`src/rtl/mips_multicycle_ctrl_if.sv`:
```
// mips_multicycle_ctrl_if: instruction fields, zero flag and datapath controls between sequencer and datapath
interface mips_multicycle_ctrl_if;
  logic [5:0] op, funct;
  logic       zero, pcen, iord, memwrite, irwrite, regdst, memtoreg, regwrite, alusrca, illegal_op;
  logic [1:0] alusrcb, pcsrc;
  logic [2:0] alucontrol;
  logic [3:0] state;
  modport master (
    input  op, funct, zero,
    output pcen, iord, memwrite, irwrite, regdst, memtoreg, regwrite, alusrca,
           alusrcb, pcsrc, alucontrol, illegal_op, state
  );
  modport slave (
    output op, funct, zero,
    input  pcen, iord, memwrite, irwrite, regdst, memtoreg, regwrite, alusrca,
           alusrcb, pcsrc, alucontrol, illegal_op, state
  );
endinterface

```
`src/rtl/mips_multicycle_ctrl.sv`:
```
// mips_multicycle_ctrl: Moore sequencer stepping one MIPS instruction through 3-5 clocks
module mips_multicycle_ctrl (
  input logic                    clk,
  input logic                    reset,
  mips_multicycle_ctrl_if.master bus
);
  typedef enum logic [3:0] {
    FETCH = 4'd0, DECODE = 4'd1, MEMADR = 4'd2, MEMRD = 4'd3, MEMWB = 4'd4, MEMWR = 4'd5,
    RTYPEEX = 4'd6, RTYPEWB = 4'd7, BEQEX = 4'd8, ADDIEX = 4'd9, ADDIWB = 4'd10, JEX = 4'd11
  } state_t;
  typedef struct packed {
    logic       pcwrite, branch, iord, memwrite, irwrite, regdst, memtoreg, regwrite, alusrca;
    logic [1:0] alusrcb, pcsrc;
    logic [2:0] alucontrol;
  } ctl_t;
  localparam logic [5:0] OP_LW = 6'b100011, OP_SW = 6'b101011, OP_R = 6'b000000,
                         OP_BEQ = 6'b000100, OP_ADDI = 6'b001000, OP_J = 6'b000010;
  state_t     state_q, state_d;
  ctl_t       ctl_q, ctl_d;
  logic       op_ok;
  logic [2:0] alu_r;
  assign op_ok = bus.op inside {OP_LW, OP_SW, OP_R, OP_BEQ, OP_ADDI, OP_J};
  assign alu_r = bus.funct == 6'b100010 ? 3'b110 :
                 bus.funct == 6'b100100 ? 3'b000 :
                 bus.funct == 6'b100101 ? 3'b001 :
                 bus.funct == 6'b101010 ? 3'b111 : 3'b010;
  always_comb begin
    state_d = FETCH;
    case (state_q)
      FETCH:   state_d = DECODE;
      DECODE:  state_d = (bus.op == OP_LW || bus.op == OP_SW) ? MEMADR :
                         bus.op == OP_R    ? RTYPEEX :
                         bus.op == OP_BEQ  ? BEQEX :
                         bus.op == OP_ADDI ? ADDIEX :
                         bus.op == OP_J    ? JEX : FETCH;
      MEMADR:  state_d = bus.op == OP_SW ? MEMWR : MEMRD;
      MEMRD:   state_d = MEMWB;
      RTYPEEX: state_d = RTYPEWB;
      ADDIEX:  state_d = ADDIWB;
      default: state_d = FETCH;
    endcase
    if (reset) state_d = FETCH;
  end
  // Controls are decoded from the next state so they leave the flops aligned with state_q
  always_comb begin
    ctl_d = '0;
    ctl_d.alucontrol = 3'b010;
    case (state_d)
      FETCH:   begin ctl_d.irwrite = 1'b1; ctl_d.pcwrite = 1'b1; ctl_d.alusrcb = 2'b01; end
      DECODE:  ctl_d.alusrcb = 2'b11;
      MEMADR:  begin ctl_d.alusrca = 1'b1; ctl_d.alusrcb = 2'b10; end
      MEMRD:   ctl_d.iord = 1'b1;
      MEMWB:   begin ctl_d.regwrite = 1'b1; ctl_d.memtoreg = 1'b1; end
      MEMWR:   begin ctl_d.iord = 1'b1; ctl_d.memwrite = 1'b1; end
      RTYPEEX: ctl_d.alusrca = 1'b1;
      RTYPEWB: begin ctl_d.regwrite = 1'b1; ctl_d.regdst = 1'b1; end
      BEQEX:   begin
        ctl_d.alusrca = 1'b1;
        ctl_d.alucontrol = 3'b110;
        ctl_d.pcsrc = 2'b01;
        ctl_d.branch = 1'b1;
      end
      ADDIEX:  begin ctl_d.alusrca = 1'b1; ctl_d.alusrcb = 2'b10; end
      ADDIWB:  ctl_d.regwrite = 1'b1;
      JEX:     begin ctl_d.pcsrc = 2'b10; ctl_d.pcwrite = 1'b1; end
      default: ;
    endcase
  end
  always_ff @(posedge clk) begin
    state_q <= state_d;
    ctl_q   <= ctl_d;
  end
  assign bus.pcen       = ~reset & (ctl_q.pcwrite | (ctl_q.branch & bus.zero));
  assign bus.irwrite    = ~reset & ctl_q.irwrite;
  assign bus.memwrite   = ~reset & ctl_q.memwrite;
  assign bus.regwrite   = ~reset & ctl_q.regwrite;
  assign bus.iord       = ctl_q.iord;
  assign bus.regdst     = ctl_q.regdst;
  assign bus.memtoreg   = ctl_q.memtoreg;
  assign bus.alusrca    = ctl_q.alusrca;
  assign bus.alusrcb    = ctl_q.alusrcb;
  assign bus.pcsrc      = ctl_q.pcsrc;
  assign bus.alucontrol = state_q == RTYPEEX ? alu_r : ctl_q.alucontrol;
  assign bus.illegal_op = state_q == DECODE && !op_ok;
  assign bus.state      = state_q;
endmodule

```
`src/flat_wrapper.sv`:
```
// flat-port wrapper written by rule: the top's interface ports become plain ports
module mips_multicycle_ctrl_flat 
  (clk, reset, bus_op, bus_funct, bus_zero, bus_pcen, bus_iord, bus_memwrite, bus_irwrite, bus_regdst, bus_memtoreg, bus_regwrite, bus_alusrca, bus_alusrcb, bus_pcsrc, bus_alucontrol, bus_illegal_op, bus_state);
  mips_multicycle_ctrl_if bus_i ();
  input logic clk;
  input logic reset;
  input wire logic [$bits(bus_i.op)-1:0] bus_op;
  input wire logic [$bits(bus_i.funct)-1:0] bus_funct;
  input wire logic [$bits(bus_i.zero)-1:0] bus_zero;
  output wire logic [$bits(bus_i.pcen)-1:0] bus_pcen;
  output wire logic [$bits(bus_i.iord)-1:0] bus_iord;
  output wire logic [$bits(bus_i.memwrite)-1:0] bus_memwrite;
  output wire logic [$bits(bus_i.irwrite)-1:0] bus_irwrite;
  output wire logic [$bits(bus_i.regdst)-1:0] bus_regdst;
  output wire logic [$bits(bus_i.memtoreg)-1:0] bus_memtoreg;
  output wire logic [$bits(bus_i.regwrite)-1:0] bus_regwrite;
  output wire logic [$bits(bus_i.alusrca)-1:0] bus_alusrca;
  output wire logic [$bits(bus_i.alusrcb)-1:0] bus_alusrcb;
  output wire logic [$bits(bus_i.pcsrc)-1:0] bus_pcsrc;
  output wire logic [$bits(bus_i.alucontrol)-1:0] bus_alucontrol;
  output wire logic [$bits(bus_i.illegal_op)-1:0] bus_illegal_op;
  output wire logic [$bits(bus_i.state)-1:0] bus_state;
  assign bus_i.op = bus_op;
  assign bus_i.funct = bus_funct;
  assign bus_i.zero = bus_zero;
  assign bus_pcen = bus_i.pcen;
  assign bus_iord = bus_i.iord;
  assign bus_memwrite = bus_i.memwrite;
  assign bus_irwrite = bus_i.irwrite;
  assign bus_regdst = bus_i.regdst;
  assign bus_memtoreg = bus_i.memtoreg;
  assign bus_regwrite = bus_i.regwrite;
  assign bus_alusrca = bus_i.alusrca;
  assign bus_alusrcb = bus_i.alusrcb;
  assign bus_pcsrc = bus_i.pcsrc;
  assign bus_alucontrol = bus_i.alucontrol;
  assign bus_illegal_op = bus_i.illegal_op;
  assign bus_state = bus_i.state;
  mips_multicycle_ctrl u_core (.clk(clk), .reset(reset), .bus(bus_i));
endmodule
```
`config.mk`:
```
export PLATFORM = sky130hd
export DESIGN_NAME = mips_multicycle_ctrl_flat
export DESIGN_NICKNAME = d
export VERILOG_FILES = /design/src/rtl/mips_multicycle_ctrl_if.sv /design/src/rtl/mips_multicycle_ctrl.sv /design/src/flat_wrapper.sv
export SDC_FILE = /design/constraint.sdc
export NUM_CORES = 1
export LEC_CHECK = 0
export ABC_AREA = 1
export CORE_MARGIN = 2
export CORE_UTILIZATION = 35
export DETAILED_ROUTE_END_ITERATION = 7
export PLACE_DENSITY = 0.61
export SYNTH_ARGS = -nofsm -noshare
export SYNTH_HDL_FRONTEND = slang
export SYNTH_SLANG_ARGS = --single-unit
```
`constraint.sdc`:
```
create_clock -name clk -period 3.6 [get_ports clk]
set_input_delay 0.72 -clock clk [delete_from_list [all_inputs] [get_ports clk]]
set_output_delay 0.72 -clock clk [all_outputs]
set_load 0.03 [all_outputs]
```
After elaboration in Yosys (flattened, before gate mapping)
Cells that the tools add are included.

Flip-flop bits (word level): 20. Input bits: 15.

Mux-type cells: 25. Bitwise operators: 7. Reductions and logical operators: 12. Eq/ne operators: 25.

Operator list (number): $eq A6 B6 Y1 const B (6); $mux W4 (6); $pmux W4 S6 (1); $mux W3 (7); $eq A4 B3 Y1 const B (5); $eq A4 B4 Y1 const B (5); $eq A4 B2 Y1 const B (4); $mux W1 (9); $eq A4 B1 Y1 const B (2); $logic_not A4 Y1 (2); $eq A6 B2 Y1 const B (1); $eq A6 B3 Y1 const B (1); $eq A6 B4 Y1 const B (1); $logic_not A6 Y1 (1); $pmux W2 S3 (1); $reduce_bool A6 Y1 (1); $reduce_or A2 Y1 (3); $and A1 B1 Y1 (5); $pmux W2 S2 (1); $reduce_or A4 Y1 (1); $reduce_or A3 Y1 (1); $logic_and A1 B1 Y1 (1); $logic_not A1 Y1 (1); $logic_or A1 B1 Y1 (1); other kinds (2) (2).

Depth between registers and ports, before layout
Gate-level depths: netlist (run 1).

Depth after elaboration: 11. Mapped depth: 11.

Worst setup path before layout (run 1)
No wires, ideal clock.

Path type: input port to output port. Start: in bus_op[5]. End: out bus_illegal_op. Stages on the path: 5. Slack: 1.070 ns. Path buffers: 0. Arrival: 1.810 ns. Path through: nand2_1 > inv_1 > nand3_1 > nand2_1 > a311oi_1.

Longest elaborated chain between the ends: 4.

RTL lines: start: declaration (line flat_wrapper.sv:7) `input wire logic [$bits(bus_i.op)-1:0] bus_op;`; $eq A6 B6 Y1, or another cell as far along (line mips_multicycle_ctrl.sv:22) `assign op_ok = bus.op inside {OP_LW, OP_SW, OP_R, OP_BEQ, OP_ADDI, OP_J};`; $reduce_bool A6 Y1 * (line mips_multicycle_ctrl.sv:22); $logic_not A1 Y1 * (line mips_multicycle_ctrl.sv:84) `assign bus.illegal_op = state_q == DECODE && !op_ok;`; $logic_and A1 B1 Y1 * (line mips_multicycle_ctrl.sv:84); end: declaration (line flat_wrapper.sv:21) `output wire logic [$bits(bus_i.illegal_op)-1:0] bus_illegal_op;`.

Every way passes the cells marked *; elsewhere a longest branch is shown, timed or not.

Worst setup path after layout (run 1)
Start: in bus_op[2]. End: out bus_illegal_op.

The elaborated chain is that of the path after synthesis.

==> results of run 1 <==
## layer usage
layer	routed length [um]	share of wire, %	global-route usage, %
met1	1050	46	19.8
met2	1060	47	23.1
met3	135	6.0	2.64
met4	24	1.1	5.65
met5	0	0	0
## cell usage after synthesis (3+ instances only)
master    n  share of area, %
inv_1    22               8.0
nor2_1   22               8.0
nand2_1  19               6.9
dfxtp_1  17                33
nand3_1  13               6.3
nand2_4   6               6.5
nor2_2    5               3.0
a21oi_1   4               1.9
buf_4     4               2.9
nand2_2   4               2.4
nand3_2   4               3.9
nor2_4    4               4.4
inv_2     3               1.1
nand4_1   3               1.8
## through the flow
step	power [mW]	instance area, um2	util [%]
after floorplan	0.262	1030	-
after global placement	0.299	1380	49.8
after detailed placement	0.300	1380	49.8
after CTS	0.400	1410	50.7
after global routing	0.415	1410	50.7
final	0.396	1410	50.7
## layout make-up
class / instances / area (um2) / share of cell area (%)
timing repair buffer: 34 / 340 / 24.1
multi-input combinational: 95 / 564 / 40.0
tap: 31 / 38.8 / 2.75
inverter: 26 / 100 / 7.09
clock buffer: 3 / 22.5 / 1.60
clock inverter: 1 / 5.00 / 0.355
sequential: 17 / 340 / 24.1
## placed cells by master, fill, tap and decap left out
cell type / count
nand2_2: 4
inv_4: 1
o31ai_1: 1
nor2_1: 22
o21ai_2: 2
clkdlybuf4s50_1: 34
nand3_2: 4
o21ai_1: 1
inv_2: 3
a21oi_4: 1
clkinv_2: 1
nor3_1: 2
nand4_1: 3
or4_1: 1
nor2_2: 5
a21oi_1: 4
nand2_4: 6
nand3_1: 13
a311oi_1: 1
nor2_4: 4
inv_1: 22
nand3b_1: 1
nand3_4: 1
dfxtp_1: 17
clkbuf_4: 3
nand2_1: 19
## how the worst min path moves through the flow
stage                                        to  slack (ns)  depth (start not counted)
floorplan           u_core.bus.state[3]$_DFF_P_        0.79                          4
global placement    u_core.bus.state[3]$_DFF_P_        0.69                          3
detailed placement  u_core.bus.state[3]$_DFF_P_        0.69                          3
CTS                 u_core.bus.state[3]$_DFF_P_        0.71                          3
global route        u_core.bus.state[3]$_DFF_P_        0.75                          3
finish              u_core.bus.state[3]$_DFF_P_        0.69                          3
## critical path: stages
cell	delay [ns]
clkdlybuf4s50_1	0.56
inv_1	0.08
nand3_1	0.11
nand2_1	0.08
a311oi_1	0.25
clkdlybuf4s50_1	0.71
## cells by family after synthesis
kind of cell           share of synthesized area [%]
AND/OR/NAND/NOR                                 47.3
flip-flops                                      32.9
buffers and inverters                           12.6
AO/OA/AOI/OAI                                   7.26
## power by group
group          leakage [nW]  switching (mW)  internal (mW)  total [mW]
Combinational         0.514          0.0564         0.0416      0.0980
Clock                0.0177          0.0593         0.0413       0.101
Sequential            0.138         0.00322          0.194       0.198
Total                 0.670           0.119          0.277       0.396
## sequential cells by signal, summed over array words and instances (netlist names)
| name | count |
|---|---|
| u_core.bus.memtoreg | 1 |
| u_core.bus.regdst | 1 |
| u_core.bus.pcsrc | 2 |
| u_core.bus.alusrcb | 2 |
| u_core.bus.iord | 1 |
| u_core.ctl_q | 5 |
| u_core.bus.state | 4 |
| u_core.bus.alusrca | 1 |
==> impl_metrics.yaml, run 1 <==
run_status:
  status: "completed"
setup_path:
  r2r-end: "u_core.bus.alusrcb[1]$_DFF_P_"
  worstPathArrival_ns: 2.51
  rr_worst_depth: 8
  crit_end: "bus_illegal_op"
  crit_start: "bus_op[2]"
  cp.required_ns: 2.88
  cp-end-kind: "primary output"
  crit_type: "primary input to primary output"
  cp_max_fo: 3
  r2r-start: "u_core.bus.state[3]$_DFF_P_"
  r2r_setup_slack_ns: 2.15
  critPathLaunchType: "primary input"
grt:
  grt_pass1_wl_mm: 3.97
  grt_max_degree: 11
  grt_antenna_before_repair: 0
  first_global_vias: 952
  grt_usage_pct: 14.6
  overflow: 0
die:
  die_y_um: 58.4
  die_w_um: 58.4
  std_cell_rows: 19
  core-area_um2: 2780
  die-area_um2: 3410
  start_util_pct: 37.2
  io_pins: 35
layout:
  diodes: 0
  fillers: 269
  fin_nets: 192
  drive_gt1_share_pct: 19.9
  syn_to_final_growth_pct: 36.4
  final_cells: 207
timing:
  min_period_ns: 3.23
  slew_violations: 0
  rsz0062_at_grt: "no"
  hold_viol: 0
  whs_ns: 0.693
  layout_setup_ws_ns: 0.373
  timing.final.crit_share_pct: 89.6
  finalSetupTns_ns: 0
  fmax_mhz: 310
  slew-limit-headroom_pct: 75.4
  worstMarginPinSlew_ns: 0.368
  setup_viol: 0
  fin_skew_ns: 0.000514
detailed_routing:
  first_pass_iters: 4
  drt-total-wl_mm: 2.26
  via_per_inst: 4.77
  vias: 987
  ant_nets: 0
  drc_errors: 0
  wire_per_inst_um: 10.9
  drt_iter0_drc: 20
synth:
  synth_cell_types: 24
  synth-seq-cells: 17
  syn_avg_cell_area_um2: 7.29
  syn-num-nets: 157
  synth_edf_count: 0
  async_flop_share_pct: 0
  synth_top_flop_cell: "dfxtp_1"
  yosysWarnings: 0
  syn_inst: 142
  syn_area_um2: 1030
  ys_seq_area_share_pct: 32.9
clock_tree:
  cts_root_buf: "clkbuf_4"
  postCtsSetupBuffers: 0
  cts_tree: "built"
  clock_sinks: 17
  ctsResizeCount: 0
  cts_buffers: 3
  cts_hold_buf: 0
  h-tree-depth: 1
  clockBufferDepth: 2
  cts.clk_slew.worst_paths_ns: 0.10
  clk_latency_ns: 0.29
placed_design:
  portBuffers: 34
  gp_congestion: 0.817
  place_inst: 203
  dp_hpwl_mm: 1.84
  place_ws_ns: 0.357
pwr:
  max-vdd-ir-drop_v: 0.000251
  leakage_nw: 0.670
  power_density_nw_per_um2: 281
min_path:
  min-delay-start: "u_core.bus.state[2]$_DFF_P_"
  min_path_type: "flip-flop to flip-flop"
job:
  max_cap_viol_count: 0
Note: power is estimated with default switching activity, not from simulation.
==> run 2: changes to the inputs <==
--- a/config.mk
+++ b/config.mk
@@ -6,10 +6,14 @@
 export NUM_CORES = 1
 export LEC_CHECK = 0
 export ABC_AREA = 1
+export CELL_PAD_IN_SITES_DETAIL_PLACEMENT = 0
+export CELL_PAD_IN_SITES_GLOBAL_PLACEMENT = 1
 export CORE_MARGIN = 2
 export CORE_UTILIZATION = 35
+export CTS_BUF_LIST = sky130_fd_sc_hd__clkbuf_4 sky130_fd_sc_hd__clkbuf_8
 export DETAILED_ROUTE_END_ITERATION = 7
-export PLACE_DENSITY = 0.61
+export PLACE_DENSITY = 0.84
+export SLEW_MARGIN = 20
 export SYNTH_ARGS = -nofsm -noshare
 export SYNTH_HDL_FRONTEND = slang
 export SYNTH_SLANG_ARGS = --single-unit
==> impl_metrics.yaml, run 2 (synthesis gave the netlist of run 1 again) <==
layout:
  post-route-util_pct: 50.7
  final_cell_mix: "34 x clkdlybuf4s50_1, 22 x inv_1, 22 x nor2_1"
  final-seq-area_um2: 340
  fin_nets: 192
  multiInputGateArea_um2: 564
  diodes: 0
  fillers: 287
  drive_gt1_share_pct: 19.9
  largest_reg_flops: 5
  layout.cells.most_common: "clkdlybuf4s50_1"
  syn_to_final_growth_pct: 36.4
  largest-register: "u_core.ctl_q"
timing:
  slew-limit-headroom_pct: 76.4
  min_period_ns: 3.22
  setup_viol: 0
  hold_viol: 0
  whs_ns: 0.697
  fmax_mhz: 310
  timing.final.crit_share_pct: 89.6
  fin_skew_ns: 0.00298
  layout_setup_ws_ns: 0.375
  slew_violations: 0
  finalSetupTns_ns: 0
  rsz0062_at_grt: "no"
  worstMarginPinSlew_ns: 0.353
setup_path:
  cp-end-kind: "primary output"
  cp.required_ns: 2.88
  cp_max_fo: 3
  crit_type: "primary input to primary output"
  critPathLaunchType: "primary input"
  crit_start: "bus_op[2]"
  worstPathArrival_ns: 2.50
  r2r-start: "u_core.bus.state[1]$_DFF_P_"
grt:
  overflow: 0
  grt_antenna_before_repair: 0
  grt_pass1_wl_mm: 4.17
  first_global_vias: 986
  grt_usage_pct: 15.7
  grt_max_degree: 11
pwr:
  fin_total_pwr_mw: 0.398
  max-vdd-ir-drop_v: 0.000337
  leakage_nw: 0.670
  power_density_nw_per_um2: 282
run_status:
  status: "completed"
die:
  std_cell_rows: 19
  start_util_pct: 37.2
  die-area_um2: 3410
  io_pins: 35
  die_y_um: 58.4
  die_w_um: 58.4
  core-area_um2: 2780
job:
  max_cap_viol_count: 0
clock_tree:
  cts_buffers: 3
  h-tree-depth: 1
  clockBufferDepth: 2
  cts_root_buf: "clkbuf_4"
  cts_hold_buf: 0
  clock_sinks: 17
  postCtsSetupBuffers: 0
  cts_tree: "built"
  ctsResizeCount: 0
  clk_latency_ns: 0.29
  cts.clk_slew.worst_paths_ns: 0.09
detailed_routing:
  first_pass_iters: 4
  ant_nets: 0
  via_per_inst: 4.63
  drc_errors: 0
  wire_per_inst_um: 11.5
  vias: 959
  drt_iter0_drc: 21
  drt-total-wl_mm: 2.39
placed_design:
  dp_hpwl_mm: 1.99
  gp_congestion: 0.856
  place_ws_ns: 0.368
  portBuffers: 34
min_path:
  min_path_type: "flip-flop to flip-flop"
  min-delay-start: "u_core.bus.state[2]$_DFF_P_"
-- run 2: cell counts in the layout (fill, tap and decap cells not counted) --
Identical to the previous run, type by type.
-- run 2: path summary, 6_finish.rpt --
path / endpoint / slack [ns] / cells after the start
max: bus_illegal_op / 0.38 / 6
min reg2reg: u_core.bus.state[3]$_DFF_P_ / 0.70 / 3
max reg2reg: u_core.bus.alusrcb[1]$_DFF_P_ / 2.13 / 8
min: u_core.bus.state[3]$_DFF_P_ / 0.70 / 3
-- run 2: metal layers --
metal / vias to the layer above / wire length, um / global-route usage (%)
li1: 509 / - / -
met1: 423 / 1090 / 19.9
met2: 22 / 1160 / 26.8
met3: 5 / 108 / 2.42
met4: 0 / 36 / 5.98
met5: - / 0 / 0
-- run 2: power breakdown --
group	leakage (nW)	total, mW	switching, mW	internal, mW
clock	0.0177	0.102	0.0608	0.0414
combinational	0.514	0.0982	0.0566	0.0416
sequential	0.138	0.198	0.00310	0.194
-- run 2: area by class of cell --
type	instances	share of cell area [%]
multi-input combinational	95	40.0
clock inverter	1	0.355
inverter	26	7.09
tap	31	2.75
sequential	17	24.1
clock buffer	3	1.60
timing repair buffer	34	24.1
-- run 2: critical path, stage by stage --
cell and delay, ns:
clkdlybuf4s50_1 0.57, inv_1 0.08, nand3_1 0.11, nand2_1 0.08
a311oi_1 0.24, clkdlybuf4s50_1 0.71
-- run 2: stage by stage --
step / cell area [um2] / std cells
floorplan: 1030 / 142
finish: 1410 / 207
detailed placement: 1380 / 203
global placement: 1380 / 203
CTS: 1410 / 207
global route: 1410 / 207
==> run 3: changes to the inputs <==
--- a/config.mk
+++ b/config.mk
@@ -12,7 +12,7 @@
 export CORE_UTILIZATION = 35
 export CTS_BUF_LIST = sky130_fd_sc_hd__clkbuf_4 sky130_fd_sc_hd__clkbuf_8
 export DETAILED_ROUTE_END_ITERATION = 7
-export PLACE_DENSITY = 0.84
+export PLACE_DENSITY_LB_ADDON = 0.1
 export SLEW_MARGIN = 20
 export SYNTH_ARGS = -nofsm -noshare
 export SYNTH_HDL_FRONTEND = slang
==> impl_metrics.yaml, run 3 (synthesis gave the netlist of run 1 again) <==
timing:
  layout_setup_ws_ns: 0.364
  whs_ns: 0.703
  worstMarginPinSlew_ns: 0.359
  timing.final.crit_share_pct: 89.9
  min_period_ns: 3.24
  hold_viol: 0
  slew-limit-headroom_pct: 76.0
  fmax_mhz: 309
  finalSetupTns_ns: 0
  rsz0062_at_grt: "no"
  setup_viol: 0
  fin_skew_ns: 0.00532
  slew_violations: 0
pwr:
  netSwitchingFraction_pct: 28.3
  clkPwrFrac_pct: 26.3
  p_comb_share_pct: 24.4
  power_density_nw_per_um2: 283
  power_frac_seq_pct: 49.4
  leakage_nw: 0.671
  p_int_mw: 0.287
  max-vdd-ir-drop_v: 0.000262
  power_switching_mw: 0.113
setup_path:
  cp.required_ns: 2.88
  cp_max_fo: 3
  cp_top_family: "buffers and inverters"
  path_cells: "clkdlybuf4s50_1 -> inv_1 -> nand3_1 -> nand2_1 -> a311oi_1 -> clkdlybuf4s50_1"
  path_buf_inv: 3
  slowest_stage: "clkdlybuf4s50_1"
  critPathLaunchType: "primary input"
  max_stage_delay_ns: 0.72
  worstPathArrival_ns: 2.52
  cp-end-kind: "primary output"
  r2r_setup_slack_ns: 2.13
  crit_type: "primary input to primary output"
  crit_top_cell: "clkdlybuf4s50_1"
die:
  start_util_pct: 37.2
  die-area_um2: 3410
  die_w_um: 58.4
  die_y_um: 58.4
  std_cell_rows: 19
  core-area_um2: 2780
  io_pins: 35
clock_tree:
  ctsResizeCount: 0
  cts_buffers: 3
  postCtsSetupBuffers: 0
  clk_latency_ns: 0.28
  cts_tree: "built"
  cts.clk_slew.worst_paths_ns: 0.09
  cts_root_buf: "clkbuf_4"
  clockBufferDepth: 2
  clock_sinks: 17
  h-tree-depth: 1
  cts_hold_buf: 0
detailed_routing:
  drt_iter0_drc: 20
  ant_nets: 0
  first_pass_iters: 4
  drt-total-wl_mm: 2.23
  vias: 953
  via_per_inst: 4.60
  wire_per_inst_um: 10.8
  drc_errors: 0
grt:
  first_global_vias: 947
  grt_usage_pct: 14.4
  grt_max_degree: 10
  grt_antenna_before_repair: 0
  grt_pass1_wl_mm: 3.85
  overflow: 0
job:
  max_cap_viol_count: 0
layout:
  largest-register: "u_core.ctl_q"
  layout.cells.most_common: "clkdlybuf4s50_1"
  fin_nets: 192
  final-seq-area_um2: 340
  fillers: 306
  syn_to_final_growth_pct: 36.6
  drive_gt1_share_pct: 19.9
  final_cells: 207
  design_area_um2: 1410
  multiInputGateArea_um2: 564
  largest_reg_flops: 5
  final_cell_mix: "34 x clkdlybuf4s50_1, 22 x inv_1, 22 x nor2_1"
  diodes: 0
min_path:
  min_path_type: "flip-flop to flip-flop"
placed_design:
  placed_cell_area_um2: 1380
  dp_hpwl_mm: 1.84
  place_ws_ns: 0.393
  gp_congestion: 0.762
  place_inst: 203
  portBuffers: 34
run_status:
  status: "completed"
## run 3: final timing paths
path,startpoint,cells past startpoint,to
setup / recovery,bus_op[2],6,bus_illegal_op
hold / removal,u_core.bus.state[2]$_DFF_P_,3,u_core.bus.state[3]$_DFF_P_
setup reg to reg,u_core.bus.state[3]$_DFF_P_,8,u_core.bus.alusrcb[1]$_DFF_P_
hold reg to reg,u_core.bus.state[2]$_DFF_P_,3,u_core.bus.state[3]$_DFF_P_
## run 3: per-stage QoR
step,power (mW),utilization (%)
detailed placement,0.300,49.8
global placement,0.299,49.8
finish,0.400,50.8
global route,0.422,50.8
floorplan,0.262,-
CTS,0.407,50.8
## run 3: power groups by stage
stage	logic [mW]	registers, mW	clock network [mW]
after detailed placement	0.0976	0.202	0
after global routing	0.106	0.198	0.118
after global placement	0.0970	0.202	0
after floorplan	0.0565	0.205	0
final	0.0974	0.197	0.105
after CTS	0.0981	0.197	0.112
## run 3: metal layers
layer,wire [um],track usage [%]
met4,8,2.33
met3,145,4.62
met5,0,0
met1,1130,19.1
met2,947,23.4
## run 3: worst register-to-register path, delay by kind of cell, from the launching register on
kind	cells	cell delay [ns]
DFF	1	0.34
buffers and inverters	1	0.07
and+or+nand+nor	6	0.88
AOI/OAI and AO/OA	1	0.08
## run 3: cell type report
type / instances / share of cell area (%)
multi-input combinational: 95 / 39.9
sequential: 17 / 24.1
timing repair buffer: 34 / 24.1
inverter: 26 / 7.08
tap: 31 / 2.74
clock buffer: 4 / 2.12
